`src/rtl/multibit_fifo_packer_if.sv`:
```
// Handshake bundle for multibit_fifo_packer: narrow input beat stream in, packed word stream out.
// master = surrounding logic (drives beats and m_ready), slave = the packer.
interface multibit_fifo_packer_if #(
    parameter int IN_WIDTH = 8,
    parameter int RATIO    = 4
);
    logic                      s_valid;
    logic [IN_WIDTH-1:0]       s_data;
    logic                      s_last;
    logic                      s_ready;
    logic                      m_valid;
    logic [IN_WIDTH*RATIO-1:0] m_data;
    logic [RATIO-1:0]          m_keep;
    logic                      m_last;
    logic                      m_ready;

    modport master (
        output s_valid, s_data, s_last, m_ready,
        input  s_ready, m_valid, m_data, m_keep, m_last
    );

    modport slave (
        input  s_valid, s_data, s_last, m_ready,
        output s_ready, m_valid, m_data, m_keep, m_last
    );
endinterface

```
`src/rtl/multibit_fifo_packer.sv`:
```
// Packs RATIO narrow beats into one word with keep/last; word visible 1 cycle after the closing beat.
// Backpressure: s_ready = !m_valid || m_ready; MULTIBIT_FIFO_PACKER_FLUSH_TIMEOUT_EN enables idle flush.
module multibit_fifo_packer #(
    parameter int IN_WIDTH       = 8,
    parameter int RATIO          = 4,
    parameter int TIMEOUT_CYCLES = 16
) (
    input  logic                  clk,
    input  logic                  reset,
    multibit_fifo_packer_if.slave io_bus
);
    localparam int OUT_W = IN_WIDTH * RATIO;
    localparam int IDX_W = (RATIO > 1) ? $clog2(RATIO) : 1;
    localparam logic [IDX_W-1:0] LAST_IDX = IDX_W'(RATIO - 1);

    if (RATIO < 1 || TIMEOUT_CYCLES < 1) begin : g_param_check
        $error("multibit_fifo_packer: RATIO and TIMEOUT_CYCLES must be >= 1");
    end

    logic [OUT_W-1:0] r_data;
    logic [RATIO-1:0] r_keep;
    logic             r_valid;
    logic             r_last;
    logic [IDX_W-1:0] r_idx;

    logic w_s_ready;
    logic w_accept;
    logic w_close;
    logic w_flush;

    assign w_s_ready = !r_valid || io_bus.m_ready;
    assign w_accept  = io_bus.s_valid && w_s_ready;
    assign w_close   = (r_idx == LAST_IDX) || io_bus.s_last;

`ifdef MULTIBIT_FIFO_PACKER_FLUSH_TIMEOUT_EN
    localparam int CNT_W = $clog2(TIMEOUT_CYCLES + 1);

    logic [CNT_W-1:0] r_cnt;

    // An accept in the timeout cycle wins: the beat is packed instead of flushing.
    assign w_flush = !w_accept && !r_valid && (r_idx != '0) &&
                     (r_cnt == CNT_W'(TIMEOUT_CYCLES));

    always_ff @(posedge clk or posedge reset) begin
        if (reset) begin
            r_cnt <= '0;
        end else if (w_accept || (r_idx == '0) || w_flush) begin
            r_cnt <= '0;
        end else if (!r_valid) begin
            r_cnt <= r_cnt + CNT_W'(1);
        end
    end
`else
    assign w_flush = 1'b0;
`endif

    always_ff @(posedge clk or posedge reset) begin
        if (reset) begin
            r_data  <= '0;
            r_keep  <= '0;
            r_valid <= 1'b0;
            r_last  <= 1'b0;
            r_idx   <= '0;
        end else if (w_accept) begin
            // idx is always 0 while a word is pending, so fire+accept restarts at lane 0.
            if (r_idx == '0) begin
                r_data <= OUT_W'(io_bus.s_data);
                r_keep <= RATIO'(1);
            end else begin
                for (int k = 1; k < RATIO; k++) begin
                    if (r_idx == IDX_W'(k)) begin
                        r_data[k*IN_WIDTH +: IN_WIDTH] <= io_bus.s_data;
                        r_keep[k]                      <= 1'b1;
                    end
                end
            end
            if (w_close) begin
                r_valid <= 1'b1;
                r_last  <= io_bus.s_last;
                r_idx   <= '0;
            end else begin
                r_valid <= 1'b0;
                r_idx   <= r_idx + IDX_W'(1);
            end
        end else if (w_flush) begin
            r_valid <= 1'b1;
            r_last  <= 1'b0;
            r_idx   <= '0;
        end else if (r_valid && io_bus.m_ready) begin
            r_valid <= 1'b0;
        end
    end

    assign io_bus.s_ready = w_s_ready;
    assign io_bus.m_valid = r_valid;
    assign io_bus.m_data  = r_data;
    assign io_bus.m_keep  = r_keep;
    assign io_bus.m_last  = r_last;
endmodule

```
`src/flat_wrapper.sv`:
```
// flat-port wrapper written by rule: the top's interface ports become plain ports
module multibit_fifo_packer_flat 
#(
    parameter int IN_WIDTH       = 8,
    parameter int RATIO          = 4,
    parameter int TIMEOUT_CYCLES = 16
)
  (clk, reset, io_bus_s_valid, io_bus_s_data, io_bus_s_last, io_bus_m_ready, io_bus_s_ready, io_bus_m_valid, io_bus_m_data, io_bus_m_keep, io_bus_m_last);
  multibit_fifo_packer_if #(.IN_WIDTH(IN_WIDTH), .RATIO(RATIO)) io_bus_i ();
  input  logic clk;
  input  logic reset;
  input wire logic [$bits(io_bus_i.s_valid)-1:0] io_bus_s_valid;
  input wire logic [$bits(io_bus_i.s_data)-1:0] io_bus_s_data;
  input wire logic [$bits(io_bus_i.s_last)-1:0] io_bus_s_last;
  input wire logic [$bits(io_bus_i.m_ready)-1:0] io_bus_m_ready;
  output wire logic [$bits(io_bus_i.s_ready)-1:0] io_bus_s_ready;
  output wire logic [$bits(io_bus_i.m_valid)-1:0] io_bus_m_valid;
  output wire logic [$bits(io_bus_i.m_data)-1:0] io_bus_m_data;
  output wire logic [$bits(io_bus_i.m_keep)-1:0] io_bus_m_keep;
  output wire logic [$bits(io_bus_i.m_last)-1:0] io_bus_m_last;
  assign io_bus_i.s_valid = io_bus_s_valid;
  assign io_bus_i.s_data = io_bus_s_data;
  assign io_bus_i.s_last = io_bus_s_last;
  assign io_bus_i.m_ready = io_bus_m_ready;
  assign io_bus_s_ready = io_bus_i.s_ready;
  assign io_bus_m_valid = io_bus_i.m_valid;
  assign io_bus_m_data = io_bus_i.m_data;
  assign io_bus_m_keep = io_bus_i.m_keep;
  assign io_bus_m_last = io_bus_i.m_last;
  multibit_fifo_packer #(.IN_WIDTH(IN_WIDTH), .RATIO(RATIO), .TIMEOUT_CYCLES(TIMEOUT_CYCLES)) u_core (.clk(clk), .reset(reset), .io_bus(io_bus_i));
endmodule
```
`config.mk`:
```
export PLATFORM = sky130hd
export DESIGN_NAME = multibit_fifo_packer_flat
export DESIGN_NICKNAME = d
export VERILOG_FILES = /design/src/rtl/multibit_fifo_packer_if.sv /design/src/rtl/multibit_fifo_packer.sv /design/src/flat_wrapper.sv
export SDC_FILE = /design/constraint.sdc
export NUM_CORES = 1
export LEC_CHECK = 0
export ABC_AREA = 1
export ABC_CLOCK_PERIOD_IN_PS = 3150
export CELL_PAD_IN_SITES_DETAIL_PLACEMENT = 1
export CELL_PAD_IN_SITES_GLOBAL_PLACEMENT = 2
export CORE_UTILIZATION = 30
export DETAILED_ROUTE_END_ITERATION = 8
export PLACE_DENSITY_LB_ADDON = 0.1
export SETUP_SLACK_MARGIN = 0.2
export SLEW_MARGIN = 20
export SYNTH_ARGS = -nofsm -noshare
export SYNTH_HDL_FRONTEND = slang
export SYNTH_SLANG_ARGS = --single-unit
```
`constraint.sdc`:
```
create_clock -name clk -period 3.15 [get_ports clk]
set_input_delay 0.4725 -clock clk [delete_from_list [all_inputs] [get_ports clk]]
set_output_delay 0.4725 -clock clk [all_outputs]
set_load 0.03 [all_outputs]
```
==> impl_metrics.json <==
{
  "track_usage_pct": 16.91,
  "rr_worst_depth": 5,
  "ant_nets": 0,
  "grt_pass1_vias": 1604,
  "synth_common_cells": "79 x nand2_1, 40 x dfrtp_1, 35 x nand4_1",
  "synthTopCellsByArea": "dfrtp_1 52%, nand2_1 16%, nand4_1 11%, inv_1 3.5%, ha_1 3.3%",
  "dr.max_layer_used": "met4",
  "final_nets": 278,
  "setup_tns_ps": 0,
  "coreArea_um2": 6026,
  "die_h_um": 81.75,
  "min_delay_path_depth": 2,
  "die_area_um2": 6683,
  "final_hold_viol_count": 0,
  "cts_root_buffer": "clkbuf_8",
  "slew_headroom_pct": 49.21,
  "hold_ws_ps": 464.7,
  "dpl.hpwl_um": 3330,
  "drt-wirelength-per-cell_um": 15.21,
  "viasPerCell": 4.708,
  "rrSetupSlack_ps": 1270,
  "grt_antenna_before_repair": 0,
  "yosysWarnings": 0,
  "start_util_pct": 31.67,
  "ys_ff_latch": 40,
  "leakage_nw": 1.284,
  "htreeDepth": 2,
  "yosysTopAreaCellShare_pct": 52.46,
  "cts_setup_buffers": 0,
  "min_period_ps": 2175,
  "first_iter_violations": 73,
  "yosys.cell_count.top_type": "nand2_1",
  "place.gp.congestion": 0.7177,
  "finalCritPeriodShare_pct": 69.04,
  "yosysSeqAreaShare_pct": 52.46,
  "timing.rr.start": "u_core.r_idx[0]",
  "insertion_delay_ps": 290,
  "multiInputGateArea_um2": 742.0,
  "cp.arrival_ps": 1700,
  "fmax_ghz": 0.4598,
  "worstPathMaxFanout": 2,
  "rr_endpoint": "u_core.io_bus.m_data[11]",
  "status": "complete, no violations",
  "layout.area.seq_um2": 1001,
  "die_x_um": 81.75,
  "slew_violations": 0,
  "synth_fp_nets": 228,
  "cts_made_buffers": 5,
  "rows": 28,
  "drt-total-wl_um": 5109,
  "worst_clock_skew_ps": 6.191,
  "crit_path_start_kind": "input port",
  "area_growth_pct": 34.30,
  "wl_met1_um": 2554,
  "grt_pass1_wl_um": 8376,
  "syn_area_per_cell_um2": 9.086,
  "powerDensity_nw_per_um2": 938.9,
  "cap_violations": 0,
  "numPortBuffers": 51,
  "worstMarginPinSlew_ps": 761.9,
  "cts_resized": 0,
  "n_fill_cell": 716,
  "cts_hold_buf": 0,
  "grt_max_degree": 44,
  "ys_types": 18,
  "wl_met2_um": 2262,
  "hold_end": "u_core.io_bus.m_keep[0]",
  "setup_viol_count_final": 0,
  "clock_path_buffers": 2,
  "cts.clk_slew.worst_paths_ps": 80,
  "cts.sinks": 40,
  "syn_inst": 210,
  "irDropWorstVdd_mv": 0.3924,
  "required_ps": 2680,
  "hold_class": "reg2reg",
  "end_kind": "output pin",
  "finalPower_mw": 2.406,
  "synth_top_area_cell": "dfrtp_1",
  "synth-edff-count": 0,
  "path_class": "in2out",
  "vias": 1582,
  "drc": 0,
  "synthArstFlopShare_pct": 100.0,
  "num_antenna_cells": 0,
  "wl_met3_um": 240,
  "worstHoldStart": "u_core.io_bus.m_keep[0]",
  "overflow": 0,
  "dr.pass1.iters": 4,
  "layout-drive-gt1-share_pct": 8.812,
  "synth_area_um2": 1908,
  "pin_count": 52,
  "cts_tree": "done",
  "ys.flop_type": "dfrtp_1",
  "rsz0062_at_grt": "no"
}
[how the worst max path moves through the flow]
stage,depth (start not counted),start,endpoint
2_1_floorplan,1,reset,u_core.io_bus.m_data[0]
3_3_place_gp,4,io_bus_m_ready,io_bus_s_ready
3_5_place_dp,4,io_bus_m_ready,io_bus_s_ready
4_1_cts,4,io_bus_m_ready,io_bus_s_ready
5_1_grt,4,io_bus_m_ready,io_bus_s_ready
6_report,4,io_bus_m_ready,io_bus_s_ready
[cell families after synthesis]
| group | after synthesis | synth area share (%) |
|---|---|---|
| adder cells (fa/ha/maj) | 5 | 3.279 |
| AO/OA/AOI/OAI | 2 | 0.5246 |
| buffers and inverters | 30 | 8.655 |
| flip-flops | 40 | 52.46 |
| AND/OR/NAND/NOR | 133 | 35.08 |
[sequential cells by signal, indices dropped and copies added (netlist names)]
register	cells
u_core.r_idx	2
u_core.io_bus.m_valid	1
u_core.io_bus.m_data	32
u_core.io_bus.m_last	1
u_core.io_bus.m_keep	4
[stage by stage]
| step | util, % | std cells | area, um^2 | setup slack [ps] |
|---|---|---|---|---|
| CTS | 42.52 | 336 | 2562 | 967.3 |
| global placement | 40.51 | 328 | 2441 | 977.5 |
| floorplan | - | 210 | 1908 | 1760 |
| finish | 42.52 | 336 | 2562 | 975.3 |
| detailed placement | 40.51 | 328 | 2441 | 972.7 |
| global route | 42.52 | 336 | 2562 | 931.0 |
[layout make-up]
| type | count | share of cell area [%] |
|---|---|---|
| clock buffers | 6 | 3.223 |
| clock inverters | 2 | 1.514 |
| inverters | 19 | 2.783 |
| multi-input cells | 140 | 28.96 |
| flip-flops and latches | 40 | 39.06 |
| well taps | 75 | 3.662 |
| repair buffers | 54 | 20.80 |
[routing by layer]
layer	GRT usage (%)	vias to the layer above
met3	3.778	6
met2	25.87	39
li1	-	782
met4	4.912	0
met5	0	-
met1	23.81	755
[power breakdown]
group / switching [mW] / internal, mW / leakage, nW
clock: 0.187 / 0.259 / 0.0614
combinational: 0.728 / 0.432 / 0.707
sequential: 0.106 / 0.694 / 0.515
total: 1.02 / 1.38 / 1.28
[cell usage in the layout (no fill, tap or decap)]
cell type and n:
clkdlybuf4s50_1 51, nand2_1 79, nor2_1 7, inv_1 18, nand2_2 2, nand3_1 1
nand3_2 3, clkinv_4 1, inv_2 1, clkbuf_8 6, buf_4 3, dfrtp_1 40
nand4_1 35, nand3_4 2, nor2_4 2, bufinv_16 1, nand2_4 2, ha_1 5
o21ai_1 2
[worst max-delay path, stage by stage]
cell,delay (ps)
clkdlybuf4s50_1,460
inv_1,60
nand2_4,50
clkdlybuf4s50_1,660
(Power assumes the default switching activity.)
